--- src/rtl/cpu_defs_pkg.sv ---
// Shared definitions for the program loader: RAM geometry and the
// 4-bit loader state encoding.
package cpu_defs_pkg;

    localparam int RAM_AW = 8;
    localparam int DW     = 8;

    localparam logic [3:0] ST_IDLE = 4'd0;
    localparam logic [3:0] ST_HALT = 4'd1;
    localparam logic [3:0] ST_LEN  = 4'd2;
    localparam logic [3:0] ST_DATA = 4'd3;
    localparam logic [3:0] ST_WR   = 4'd4;
    localparam logic [3:0] ST_SUM  = 4'd5;
    localparam logic [3:0] ST_RUN  = 4'd6;
    localparam logic [3:0] ST_DONE = 4'd7;
    localparam logic [3:0] ST_ERR  = 4'd8;

    typedef enum logic [3:0] {
        S_IDLE = ST_IDLE,
        S_HALT = ST_HALT,
        S_LEN  = ST_LEN,
        S_DATA = ST_DATA,
        S_WR   = ST_WR,
        S_SUM  = ST_SUM,
        S_RUN  = ST_RUN,
        S_DONE = ST_DONE,
        S_ERR  = ST_ERR
    } ldr_state_e;

endpackage

--- src/rtl/ldr_timer.sv ---
// Loadable down-counter used as the inter-byte idle timer.
// Ports:
//   clk_i, rst_ni   clock, async active-low reset
//   load_i          reload the counter with val_i (wins over dec_i)
//   dec_i           count one idle cycle
//   val_i           reload value
//   expire_o        this idle cycle is the last one allowed (terminal count)
module ldr_timer #(
    parameter int W = 8
) (
    input  logic         clk_i,
    input  logic         rst_ni,
    input  logic         load_i,
    input  logic         dec_i,
    input  logic [W-1:0] val_i,
    output logic         expire_o
);

    logic [W-1:0] cnt_q;

    always_ff @(posedge clk_i or negedge rst_ni) begin
        if (!rst_ni) begin
            cnt_q <= '0;
        end else if (load_i) begin
            cnt_q <= val_i;
        end else if (dec_i && cnt_q != '0) begin
            cnt_q <= cnt_q - 1'b1;
        end
    end

    assign expire_o = dec_i && (cnt_q == {{(W-1){1'b0}}, 1'b1});

endmodule

--- src/rtl/prog_loader.sv ---
// Program loader: halts the CPU, receives a LEN/data/SUM frame over a
// valid/ready byte stream, writes each data byte into program RAM and,
// on a matching checksum, releases the CPU.
// Ports:
//   clk_i, rst_ni       clock, async active-low reset
//   start_i             begin a load (only from IDLE/DONE/ERR)
//   in_valid_i/in_data_i/in_ready_o   byte stream
//   mem_sel_o           loader owns the RAM port
//   ram_addr_o/ram_data_o/ram_wren_o  RAM write port
//   cpu_halt_o/cpu_run_o              one-cycle CPU control pulses
//   busy_o, done_o, err_o             status (done/err sticky)
//
// state | meaning
// IDLE  | waiting for start after reset
// HALT  | one-cycle CPU halt pulse
// LEN   | waiting for length byte (0 = 256)
// DATA  | waiting for a data byte
// WR    | one-cycle RAM write of the latched byte
// SUM   | waiting for checksum byte
// RUN   | checksum good, one-cycle run pulse
// DONE  | last frame good
// ERR   | last frame bad or timed out
module prog_loader
    import cpu_defs_pkg::*;
#(
    parameter logic [RAM_AW-1:0] BASE_ADDR   = 8'h00,
    parameter bit                RUN_ON_DONE = 1'b1,
    parameter int                TIMEOUT     = 255
) (
    input  logic              clk_i,
    input  logic              rst_ni,
    input  logic              start_i,
    input  logic              in_valid_i,
    input  logic [DW-1:0]     in_data_i,
    output logic              in_ready_o,
    output logic              mem_sel_o,
    output logic [RAM_AW-1:0] ram_addr_o,
    output logic [DW-1:0]     ram_data_o,
    output logic              ram_wren_o,
    output logic              cpu_halt_o,
    output logic              cpu_run_o,
    output logic              busy_o,
    output logic              done_o,
    output logic              err_o
);

    localparam logic [7:0] TO_VAL = 8'(TIMEOUT);

    ldr_state_e        state_q;
    logic [8:0]        cnt_q;
    logic [RAM_AW-1:0] addr_q;
    logic [DW-1:0]     data_q;
    logic [DW-1:0]     sum_q;
    logic              in_ready_q;
    logic              mem_sel_q;
    logic              wren_q;
    logic              halt_q;
    logic              run_q;
    logic              busy_q;
    logic              done_q;
    logic              err_q;

    logic accept;
    logic waiting;
    logic tmr_load;
    logic tmr_dec;
    logic tmr_expire;

    assign accept  = in_valid_i && in_ready_q;
    assign waiting = (state_q == S_LEN) || (state_q == S_DATA) || (state_q == S_SUM);

    // Reload when a waiting state is entered and whenever a byte is taken.
    assign tmr_load = (state_q == S_HALT) || (state_q == S_WR) ||
                      (accept && ((state_q == S_LEN) || (state_q == S_DATA)));
    assign tmr_dec  = waiting && !accept;

    ldr_timer #(.W(8)) u_timer (
        .clk_i    (clk_i),
        .rst_ni   (rst_ni),
        .load_i   (tmr_load),
        .dec_i    (tmr_dec),
        .val_i    (TO_VAL),
        .expire_o (tmr_expire)
    );

    always_ff @(posedge clk_i or negedge rst_ni) begin
        if (!rst_ni) begin
            state_q    <= S_IDLE;
            cnt_q      <= '0;
            addr_q     <= '0;
            data_q     <= '0;
            sum_q      <= '0;
            in_ready_q <= 1'b0;
            mem_sel_q  <= 1'b0;
            wren_q     <= 1'b0;
            halt_q     <= 1'b0;
            run_q      <= 1'b0;
            busy_q     <= 1'b0;
            done_q     <= 1'b0;
            err_q      <= 1'b0;
        end else begin
            case (state_q)
                S_IDLE, S_DONE, S_ERR: begin
                    if (start_i) begin
                        state_q   <= S_HALT;
                        halt_q    <= 1'b1;
                        busy_q    <= 1'b1;
                        mem_sel_q <= 1'b1;
                        done_q    <= 1'b0;
                        err_q     <= 1'b0;
                    end
                end
                S_HALT: begin
                    halt_q     <= 1'b0;
                    in_ready_q <= 1'b1;
                    state_q    <= S_LEN;
                end
                S_LEN: begin
                    if (accept) begin
                        cnt_q   <= (in_data_i == 8'h00) ? 9'd256 : {1'b0, in_data_i};
                        addr_q  <= BASE_ADDR;
                        sum_q   <= '0;
                        state_q <= S_DATA;
                    end else if (tmr_expire) begin
                        in_ready_q <= 1'b0;
                        mem_sel_q  <= 1'b0;
                        busy_q     <= 1'b0;
                        err_q      <= 1'b1;
                        state_q    <= S_ERR;
                    end
                end
                S_DATA: begin
                    if (accept) begin
                        data_q     <= in_data_i;
                        sum_q      <= sum_q + in_data_i;
                        in_ready_q <= 1'b0;
                        wren_q     <= 1'b1;
                        state_q    <= S_WR;
                    end else if (tmr_expire) begin
                        in_ready_q <= 1'b0;
                        mem_sel_q  <= 1'b0;
                        busy_q     <= 1'b0;
                        err_q      <= 1'b1;
                        state_q    <= S_ERR;
                    end
                end
                S_WR: begin
                    // Address and data only move once the write cycle is over.
                    wren_q     <= 1'b0;
                    in_ready_q <= 1'b1;
                    addr_q     <= addr_q + 1'b1;
                    cnt_q      <= cnt_q - 1'b1;
                    state_q    <= (cnt_q == 9'd1) ? S_SUM : S_DATA;
                end
                S_SUM: begin
                    if (accept) begin
                        in_ready_q <= 1'b0;
                        mem_sel_q  <= 1'b0;
                        if (in_data_i == sum_q) begin
                            run_q   <= RUN_ON_DONE;
                            state_q <= S_RUN;
                        end else begin
                            busy_q  <= 1'b0;
                            err_q   <= 1'b1;
                            state_q <= S_ERR;
                        end
                    end else if (tmr_expire) begin
                        in_ready_q <= 1'b0;
                        mem_sel_q  <= 1'b0;
                        busy_q     <= 1'b0;
                        err_q      <= 1'b1;
                        state_q    <= S_ERR;
                    end
                end
                S_RUN: begin
                    run_q   <= 1'b0;
                    busy_q  <= 1'b0;
                    done_q  <= 1'b1;
                    state_q <= S_DONE;
                end
                default: begin
                    state_q    <= S_IDLE;
                    in_ready_q <= 1'b0;
                    mem_sel_q  <= 1'b0;
                    wren_q     <= 1'b0;
                    halt_q     <= 1'b0;
                    run_q      <= 1'b0;
                    busy_q     <= 1'b0;
                end
            endcase
        end
    end

    assign in_ready_o = in_ready_q;
    assign mem_sel_o  = mem_sel_q;
    assign ram_addr_o = addr_q;
    assign ram_data_o = data_q;
    assign ram_wren_o = wren_q;
    assign cpu_halt_o = halt_q;
    assign cpu_run_o  = run_q;
    assign busy_o     = busy_q;
    assign done_o     = done_q;
    assign err_o      = err_q;

endmodule
--- config.mk ---
export PLATFORM = sky130hd
export DESIGN_NAME = prog_loader
export DESIGN_NICKNAME = d
export VERILOG_FILES = /design/src/rtl/cpu_defs_pkg.sv /design/src/rtl/ldr_timer.sv /design/src/rtl/prog_loader.sv
export SDC_FILE = /design/constraint.sdc
export NUM_CORES = 1
export LEC_CHECK = 0
export CAP_MARGIN = 40
export CORE_MARGIN = 2
export CORE_UTILIZATION = 44
export DETAILED_ROUTE_END_ITERATION = 12
export PLACE_DENSITY = 0.67
export RECOVER_POWER = 25
export SETUP_SLACK_MARGIN = 0.2
export SLEW_MARGIN = 20
export SYNTH_ARGS = -nofsm -noshare
export SYNTH_HDL_FRONTEND = slang
export SYNTH_SLANG_ARGS = --single-unit
export TNS_END_PERCENT = 50
--- constraint.sdc ---
create_clock -name clk_i -period 2.5 [get_ports clk_i]
set_input_delay 0.5 -clock clk_i [delete_from_list [all_inputs] [get_ports clk_i]]
set_output_delay 0.5 -clock clk_i [all_outputs]
set_load 0.05 [all_outputs]
# ---- Word-level counts from Yosys, hierarchy flattened
# Index checks and enable logic that the tools add are counted.
dict set report classes {
  eq_ne 19
  bitwise 6
  addsub 4
  reduce_logical 38
  muxes 44
}
# operator count
set ops {}
lappend ops {{2-to-1 mux 8 bit} 4}
lappend ops {{case mux 8 bit (2 select lines)} 2}
lappend ops {{case mux 4 bit (7 select lines)} 1}
lappend ops {{2-to-1 mux 4 bit} 6}
lappend ops {{2-to-1 mux 1 bit} 19}
lappend ops {{2-to-1 mux 9 bit} 2}
lappend ops {{case mux 9 bit (2 select lines)} 1}
lappend ops {{== test 4 x 3 -> 1 bit (second input constant)} 4}
lappend ops {{OR reduction 7 bit} 2}
lappend ops {{!= test 2 bit (second input constant)} 6}
lappend ops {{case mux 1 bit (4 select lines)} 3}
lappend ops {{AND reduction 2 bit} 6}
lappend ops {{== test 9 x 1 -> 1 bit (second input constant)} 1}
lappend ops {{AND reduction 3 bit} 3}
lappend ops {{subtractor 9 x 1 -> 9 bit (second input constant)} 1}
lappend ops {{adder 8 x 1 -> 8 bit (second input constant)} 1}
lappend ops {{adder 8 bit} 1}
lappend ops {{== test 4 x 2 -> 1 bit (second input constant)} 2}
lappend ops {{== test 8 x 1 -> 1 bit (second input constant)} 1}
lappend ops {{== test 8 bit} 1}
lappend ops {{logical NOT 8 bit} 1}
lappend ops {{case mux 1 bit (2 select lines)} 4}
lappend ops {{AND reduction 4 bit} 2}
lappend ops {{nonzero test 2 bit} 4}
lappend ops {{other kinds (18)} 33}
dict set report totals {
  ff_bits 53
  in_bits 12
  out_inout_bits 24
}

# ---- Longest topological paths before layout
# Gate-level depths: netlist of the first run.
dict set report depth {
  word_depth 8
  mapped_depth 7
  depth_no_buf 7
}

# ---- By module
# Synthesis of the first run repeated with hierarchy kept, for this count alone.
dict set report hier_totals {
  cells_unflattened 365
  area_unflattened_um2 3379.5
}
# mod cells_per_inst instances area_each_um2 seq_area_each_um2
set modules_own_cells {}
lappend modules_own_cells {prog_loader 299 1 2788.9 1126.1}
lappend modules_own_cells {ldr_timer 66 1 590.6 200.2}

# ---- Worst setup path before layout of the first run
# OpenSTA, ideal clock, no wires.
dict set report synth_path {
  kind {reg-to-reg}
  from {reg in_ready_q (netlist: in_ready_o)}
  to {reg cnt_q[7]}
  path_stages_with_launch 7
  slack_ns 0.522
  t_arrival_ns 1.852
  path_cell_list {dfrtp_1 > and2_1 > clkbuf_1 > nand3_1 > nand2_1 > o21ai_1 > a221o_1}
}
dict set report synth_via {
  elab_chain_len 3
}
# item line_no
set synth_lines {}
lappend synth_lines {{start: declaration} prog_loader.sv:54} ;# logic in_ready_q;
lappend synth_lines {{start signal: assignment} prog_loader.sv:93} ;# in_ready_q <= 1'b0;
lappend synth_lines {{start signal: assignment} prog_loader.sv:115} ;# in_ready_q <= 1'b1;
lappend synth_lines {{start signal: assignment} prog_loader.sv:125} ;# in_ready_q <= 1'b0;
lappend synth_lines {{logical AND 1 bit} prog_loader.sv:69} ;# assign accept = in_valid_i && in_ready_q;
lappend synth_lines {{!= test 2 bit (no source line)} n/a}
lappend synth_lines {{AND reduction 2 bit (no source line)} n/a}
lappend synth_lines {{end signal: assignment} prog_loader.sv:120} ;# cnt_q <= (in_data_i == 8'h00) ? 9'd256 : {1'b0, in_data_i};
lappend synth_lines {{end signal: assignment} prog_loader.sv:152} ;# cnt_q <= cnt_q - 1'b1;
lappend synth_lines {{end: declaration} prog_loader.sv:50} ;# logic [8:0] cnt_q;
# No other way between the ends.
# A chain may end at the register's enable or synchronous reset.

# ---- Worst setup path in the final report of the first run
dict set report layout_path {
  from {in in_data_i[0]}
  to {reg sum_q[6]}
}
dict set report layout_via {
  elab_chain_len 3
}
# item line_no
set layout_lines {}
lappend layout_lines {{start: declaration} prog_loader.sv:34} ;# input logic [DW-1:0] in_data_i,
lappend layout_lines {{adder 8 bit} prog_loader.sv:135} ;# sum_q <= sum_q + in_data_i;
lappend layout_lines {{2-to-1 mux 8 bit} prog_loader.sv:133} ;# if (accept) begin
lappend layout_lines {{case mux 8 bit (2 select lines)} prog_loader.sv:102} ;# case (state_q)
lappend layout_lines {{end signal: assignment} prog_loader.sv:135}
lappend layout_lines {{end: declaration} prog_loader.sv:53} ;# logic [DW-1:0] sum_q;
# No other way between the ends. The select of a mux whose other input is x is not followed.

==> results.md, run 1 <==
- The initialized floorplan defines 30 standard-cell rows.
- Synthesis inferred 53 register bits.
- Of all nets on the critical path, the largest fanout is 2.
- Total power for the finished layout comes to 0.00475 W.
- The worst-case register-to-register setup slack is 600 ps.
- The async set or reset register ratio after synthesis is 100%.
- The commonest cells after synthesis are sky130_fd_sc_hd__dfrtp_1, sky130_fd_sc_hd__nand2_1, sky130_fd_sc_hd__o21ai_0, sky130_fd_sc_hd__a21oi_1, sky130_fd_sc_hd__nand3_1.
- Detailed routing inserted a total of 2638 vias.
- The die span in y is 88.1 µm.
- TritonCTS built the clock tree.
- The final hold violation count is 0.
- The clock network latency to the later pin of the worst-skew pair is 310 ps.
- The final number of max-transition violations is 0.
- The top-area cell type share of the netlist area is 42.6%.
- The floorplan die area is 0.00777 mm².
- TritonCTS created 5 clock buffers.
- The synthesized netlist contains 56 unique library cells.
- The aggregate routed wire length is 7020 µm.
- The worst hold path belongs to the class in2async.
- Combinational logic burns 53.8% of the power.
- The net count reported at finish is 407.
- Setup repair after global routing left no endpoint under its margin.
- Traced cell by cell, the critical path runs through clkdlybuf4s50_1 > ha_1 > fa_1 > a211oi_2 > o21bai_1 > a21oi_1 > xor2_1 > o21ai_0.
- The root buffer selected by CTS is sky130_fd_sc_hd__clkbuf_8.
- For this design the total switching power over the nets is 0.00214 W.
- The max capacitance violation total is 0.
- The total of fill cells in the finished design is 623.
- Counting flops with a built-in enable in the synthesized netlist gives 0.
- Measured in cells, the most critical reg-to-reg path has a length of 5.
- Derived from the worst setup path, the maximum achievable clock frequency is 0.458 GHz.
- The pin slew with the least headroom to its limit is 1320 ps.
- The synthesized netlist cell count is 329.
- Across every metal layer, demand over resource in global routing totals 19.3%.
- Counting buffers and inverters, the worst setup path is 8 cells deep.
- The max-slew headroom at the worst pin is 12.3%.
- The sequential share of power is 31.5%.
- Entering global routing, the biggest net connects 24 pins.
- The sum of negative setup slack is 0 ps.
- The number of antenna violations at the first check in global routing is 0.
- In the final layout, the share of cells above drive strength 1 is 14.1%.
- The first global-routing pass estimated 11900 µm of wire.
- The maximum count of clock buffers along a single path is 2.
- By area the synthesized netlist is led by sky130_fd_sc_hd__dfrtp_1, sky130_fd_sc_hd__nand2_1, sky130_fd_sc_hd__ha_1.
- The number of buffers and inverters on the critical path is 1.
- Net switching is 45.1% of the power.
- The capturing point of the worst reg2reg path is ram_addr_o[7]$_DFFE_PN0P_.
- The clock tree synthesis step divided the H-tree into 2 levels.
- The most frequently used flop master after synthesis is sky130_fd_sc_hd__dfrtp_1.
- Buffers placed on the I/O ports in this run total 35.
- The TritonCTS sink count is 53.
- The final critical delay including setup and external delays is 2180 ps.
- At the worst endpoint, the required time is 2700 ps.
- The global placer's final weighted congestion is 0.932.
- In this run the power density over the cells is 1240 mW/mm².
- The final HPWL from detailed placement is 5210 µm.
- Summing every instance area after synthesis gives 0.00311 mm².
- Cell internal power was estimated by the tool at 0.00261 W.
- The finished cells cover 0.00382 mm².
- The detailed-router iteration count before antenna repair is 4.
- On the critical path the largest part of the delay comes from adder cells.
- The synthesized design spends more area on one cell type than any other, namely sky130_fd_sc_hd__dfrtp_1.
- The via count of the first global-routing pass is 2499.
- After detailed routing, the number of vias per cell comes to 5.52.
- Averaged over all synthesized cells, the footprint is 9.47 µm².
- After detailed placement, the total cell area comes to 0.00369 mm².
- The area added between synthesis and finish is 22.8%.
- The peak supply drop is 0.444 mV.
- The initial core utilization is 45.6%.
- The clock network accounts for 14.7% of the total power.
- The final cycle utilization of the critical path is 87.4%.
- The run finished with clean final reports.
- STA classifies the critical path startpoint as an input pin.
- After detailed routing, the number of remaining DRC violations is 0.
- The core region is 0.00683 mm².
- The number of hold-repair buffers added at the cts stage is 0.
- Clock skew on the completed layout was measured at 8.25 ps.
- The number of failing setup endpoints in the final timing report is 0.
- The critical-path cell with the highest stage delay is sky130_fd_sc_hd__clkdlybuf4s50_1.
- The data arrival time at the worst-slack endpoint is 2380 ps.
- After the flow finishes, the layout carries non-filler instances totaling 478.
- The clock-pin slew reported for the worst setup and hold paths after clock tree synthesis is 100 ps.
- Pin placement for this block handled 36 I/O pins.
- The cell with the most instances after synthesis is sky130_fd_sc_hd__dfrtp_1.
- The number of antenna diodes in the final layout is 0.
- The total global routing overflow is 0.
- The die is 88.1 µm wide.
- The sequential share of the synthesized area is 42.6%.
- The static power due to leakage is 1.67 nW.
- For this block, the initial DRC count from the detailed router was 164.
- The number of nets produced by synthesis is 355.
- The path type of the worst setup path is in2reg.
- The worst slack on hold paths is 452 ps.
- Tracing the worst setup path back leads to its startpoint at in_data_i[0].
- The placed instance count is 470.
- The end point of the critical path is sum_q[6]$_DFFE_PN0P_.
- On the worst path, the slowest cell contributes a delay of 470 ps.
- The endpoint kind of the worst setup timing path is a register.
- Once detail routing completed, the nets flagged for antenna violations numbered 0.
- The startpoint of the worst-slack reg-to-reg timing path is state_q[3]$_DFFE_PN0N_.
- During synthesis, Yosys emitted a total of 0 warnings.
- The wire length per cell is 14.7 µm.
==> repair_timing <==
item,4_1_cts,5_1_grt
gates resized for setup,0,1
buffers inserted,0,0
setup endpoints to repair,0,1
==> cell families (layout without fill, tap and decap cells) <==
logic type,after synthesis,in the layout,synth area share (%)
flip-flops,53,53,42.6
AO/OA/AOI/OAI,90,90,19.4
XOR/XNOR,11,11,3.09
adder cells (fa/ha/maj),14,14,5.87
buffers and inverters,22,75,3.33
multiplexers,12,12,4.18
AND/OR/NAND/NOR,127,127,21.5
==> sequential cells by signal, summed over array words and instances (netlist names) <==
name,flops
done_o,1
mem_sel_o,1
ram_data_o,8
state_q,4
ram_wren_o,1
cpu_run_o,1
in_ready_o,1
err_o,1
u_timer.cnt_q,8
cnt_q,9
sum_q,8
cpu_halt_o,1
ram_addr_o,8
busy_o,1
==> cell type report <==
cell class                 instances  area [µm²]  area share (%)
clock buffer                       5        68.8            1.80
clock inverter                     3        65.1            1.70
inverter                           7        26.3           0.687
multi-input combinational        254        1690            44.2
sequential                        53        1330            34.7
tap                               96         120            3.14
timing repair buffer              60         528            13.8
==> worst min-delay path by stage <==
stage / cells after the start / from / end
after floorplan: 0 / rst_ni / busy_o$_DFFE_PN0P_
after global placement: 1 / err_o$_DFFE_PN0P_ / err_o$_DFFE_PN0P_
after detailed placement: 2 / done_o$_DFFE_PN0P_ / done_o$_DFFE_PN0P_
after CTS: 1 / rst_ni / ram_data_o[7]$_DFFE_PN0P_
after global routing: 2 / sum_q[2]$_DFFE_PN0P_ / sum_q[2]$_DFFE_PN0P_
final: 1 / rst_ni / ram_data_o[3]$_DFFE_PN0P_
==> power groups by stage <==
stage | combinational (W) | clock (W) | sequential, W
finish | 0.00255 | 0.000696 | 0.00150
global route | 0.00279 | 0.000747 | 0.00154
detailed placement | 0.00254 | 0 | 0.00151
floorplan | 0.00130 | 0 | 0.00196
CTS | 0.00255 | 0.000710 | 0.00149
global placement | 0.00252 | 0 | 0.00150
==> worst register-to-register path, delay by kind of cell, from the launching register on <==
family,cells,cell delay [ps]
flops,1,570
simple gates,4,1100
mux,1,120
==> through the flow <==
stage / setup slack, ps / util, %
floorplan: 522 / -
finish: 315 / 56.0
global route: 236 / 56.0
CTS: 318 / 56.0
detailed placement: 1.66 / 54.0
global placement: -6.79 / 54.0
==> metal layers <==
metal / up-vias / GRT usage (%) / share of wire, % / wire length [µm]
li1: 1301 / - / - / -
met1: 1258 / 27.3 / 48 / 3360
met2: 68 / 30.1 / 46 / 3260
met3: 11 / 3.68 / 4.6 / 322
met4: 0 / 5.65 / 1.2 / 85
met5: - / 0 / 0 / 0
==> cells in the final DEF (no fill, tap or decap), drive strengths merged, types with 6 or more instances in the layout <==
cell           netlist  layout
a21o                 6       6
nand2               50      50
mux2                 8       8
nor3                10      10
ha                  13      13
nand3               17      17
dfrtp               53      53
inv                  7       7
o21ai               25      25
nor2                16      16
buf                  8      24
clkbuf               7       7
and3                 6       6
xor2                 7       7
a21oi               16      16
clkdlybuf4s50        0      34
(Power assumes the default switching activity.)
==> run 2: changes to the inputs <==
--- a/config.mk
+++ b/config.mk
@@ -9,10 +9,11 @@
 export CORE_MARGIN = 2
 export CORE_UTILIZATION = 44
 export DETAILED_ROUTE_END_ITERATION = 12
+export GPL_ROUTABILITY_DRIVEN = 0
 export PLACE_DENSITY = 0.67
 export RECOVER_POWER = 25
 export SETUP_SLACK_MARGIN = 0.2
-export SLEW_MARGIN = 20
+export SLEW_MARGIN = 15
 export SYNTH_ARGS = -nofsm -noshare
 export SYNTH_HDL_FRONTEND = slang
 export SYNTH_SLANG_ARGS = --single-unit
==> results of run 2 <==
Final layout, timing and power as in run 1 (identical DEF).
==> run 3: changes to the inputs <==
--- a/config.mk
+++ b/config.mk
@@ -6,7 +6,6 @@
 export NUM_CORES = 1
 export LEC_CHECK = 0
 export CAP_MARGIN = 40
-export CORE_MARGIN = 2
 export CORE_UTILIZATION = 44
 export DETAILED_ROUTE_END_ITERATION = 12
 export GPL_ROUTABILITY_DRIVEN = 0
==> results.md, run 3 (synthesized netlist as in run 1, its figures left out) <==
- The number of flip-flops in the largest register is 9.
- The path type of the worst setup path is in2reg.
- The repair_antennas step left the layout with diodes totalling 0.
- TritonCTS built the clock tree.
- Entering global routing, the biggest net connects 23 pins.
- The routing usage on met3 is 3.27%.
- The total power is 0.00462 W.
- After routing, the total negative slack on setup checks comes to 0 ps.
- Global routing consumed, over all layers together, 20.3% of the routing resources.
- In this run the most used layer during global routing was met1.
- The final number of max-transition violations is 0.
- In this run the remaining antenna-violating nets after routing total 0.
- The DRC violation total after the first TritonRoute iteration is 154.
- Summing over every cut layer, the via total after detailed routing is 2580.
- The wire length per cell is 14.6 µm.
- Data on the critical path is required at its endpoint by 2690 ps.
- In the final layout, the share of cells above drive strength 1 is 13.0%.
- The kind of path behind the tightest hold check is in2async.
- The die width is 86.1 µm.
- The setup clock skew after layout is 5.88 ps.
- In this run the core area contains 30 standard-cell rows.
- The clock buffer count from CTS is 5.
- The post-detailed-route via-to-cell ratio is 5.44.
- The total of fill cells in the finished design is 646.
- Leaving out fill and tap cells, the most frequent cells in the layout are sky130_fd_sc_hd__dfrtp_1, sky130_fd_sc_hd__nand2_1, sky130_fd_sc_hd__clkdlybuf4s50_1.
- The number of failing setup endpoints in the final timing report is 0.
- IR analysis of the VDD net gives a maximum drop of 0.600 mV.
- The I/O pin total is 36.
- Clock tree synthesis selected as its root buffer the cell sky130_fd_sc_hd__clkbuf_8.
- The number of buffer cells added on primary ports is 35.
- Relative to the synthesized area, the layout overhead comes to 21.3%.
- The number of antenna violations at the first check in global routing is 0.
- The met1 demand-to-capacity share in global routing is 30.4%.
- The H-tree level count is 2.
- The final standard cell utilization of the core is 55.3%.
- The aggregate routed wire length is 6920 µm.
- The total global routing overflow is 0.
- The initial core utilization is 45.6%.
- In the routed design, unresolved DRC markers number 0.
- The static power due to leakage is 1.64 nW.
- Clock-pin slew was measured on the worst setup and hold paths at 90 ps.
- The via count of the first global-routing pass is 2415.
- The floorplan step defined a die boundary enclosing 0.00742 mm².
- The final cycle utilization of the critical path is 88.1%.
- The run finished with clean final reports.
- The final HPWL from detailed placement is 5060 µm.
- After layout, the minimum clock period comes to 2200 ps.
- The worst setup path is launched from an input pin.
- cnt_q holds more flip-flops than any other register.
- Registers take 0.00133 mm².
- The final hold violation count is 0.
- The worst setup path is captured at a register.
- For the pin with the worst max-slew slack, the measured transition is 1180 ps.
- For this design, the sink count on the clock tree is 53.
- The library cell used most frequently in the layout, excluding fill and tap cells, is sky130_fd_sc_hd__dfrtp_1.
- Of all nets on the critical path, the largest fanout is 2.
- The maximum count of clock buffers along a single path is 2.
- The data arrival time at the worst-slack endpoint is 2390 ps.
- The first-pass GRT wire length is 12000 µm.
- The max capacitance violation total is 0.
- The multi-input combinational cells in the finished layout cover a total of 0.00169 mm².
- The met2 capacity usage during global routing is 30.4%.
- The clock network latency to the later pin of the worst-skew pair is 310 ps.
- The core footprint is 0.00683 mm².
- Setup repair after global routing left no endpoint under its margin.
- The detailed-router iteration count before antenna repair is 4.
- The final layout contains 403 nets.
- Based on the critical path, the design can be clocked at up to 0.454 GHz.
- The number of hold-repair buffers added at the cts stage is 0.
- Hold timing on the final database bottoms out at a slack of 402 ps.
- The power per cell area is 1220 mW/mm².
- The max-slew headroom at the worst pin is 21.3%.
- The die span in y is 86.1 µm.
run 3: cell count changes in the layout (fill, tap and decap cells not counted), sizes merged:
| cell | before | now |
|---|---|---|
| clkinv | 1 | 0 |
| buf | 24 | 20 |
| clkbuf | 7 | 9 |
| bufinv | 2 | 1 |
run 3: area by class of cell:
type / instances / area share, %
inverter: 7 / 0.696
tap: 96 / 3.18
clock buffer: 7 / 2.29
sequential: 53 / 35.1
multi-input combinational: 254 / 44.7
clock inverter: 1 / 0.795
timing repair buffer: 56 / 13.2
run 3: repair_timing:
| action | in CTS | in global routing |
|---|---|---|
| endpoints found under the setup margin | 0 | 1 |
| buffers inserted | 0 | 0 |
| endpoints found under the hold margin | 0 | 0 |
| resized for setup | 0 | 1 |
run 3: power by group:
group	total, W	switching (W)	internal [W]
Sequential	0.00153	0.000347	0.00118
Clock	0.000605	0.000278	0.000327
Combinational	0.00249	0.00149	0.00100
run 3: path summary, 6_finish.rpt:
| path | startpoint | endpoint | slack, ps | depth (start not counted) |
|---|---|---|---|---|
| max | in_data_i[0] | sum_q[6]$_DFFE_PN0P_ | 300 | 8 |
| min in group clk_i | ram_addr_o[7]$_DFFE_PN0P_ | ram_addr_o[7]$_DFFE_PN0P_ | 480 | 1 |
| max in group asynchronous | rst_ni | ram_data_o[0]$_DFFE_PN0P_ | 760 | 2 |
| min reg2reg | ram_addr_o[7]$_DFFE_PN0P_ | ram_addr_o[7]$_DFFE_PN0P_ | 480 | 1 |
| max reg2reg | state_q[0]$_DFFE_PN0N_ | state_q[0]$_DFFE_PN0N_ | 470 | 6 |
| min | rst_ni | ram_data_o[6]$_DFFE_PN0P_ | 400 | 1 |
run 3: layer usage:
layer | routed length [µm] | part of all wire (%)
met5 | 0 | 0
met4 | 89 | 1.3
met3 | 174 | 2.5
met2 | 3170 | 46
met1 | 3490 | 50
run 3: metrics by stage:
| stage | instances | area [µm²] | worst slack [ps] |
|---|---|---|---|
| 6_report | 474 | 3780 | 298 |
| 5_1_grt | 474 | 3780 | 227 |
| 4_1_cts | 474 | 3780 | 282 |
| 3_5_place_dp | 466 | 3660 | -28.0 |
| 3_3_place_gp | 466 | 3660 | -9.30 |
| 2_1_floorplan | 329 | 3110 | 522 |
run 3: worst max-delay path, stage by stage:
cell                              delay (ps)
sky130_fd_sc_hd__clkdlybuf4s50_1         480
sky130_fd_sc_hd__ha_1                    260
sky130_fd_sc_hd__fa_1                    410
sky130_fd_sc_hd__a211oi_2                230
sky130_fd_sc_hd__o21bai_1                110
sky130_fd_sc_hd__a21oi_1                 180
sky130_fd_sc_hd__xor2_1                  140
sky130_fd_sc_hd__o21ai_0                  80
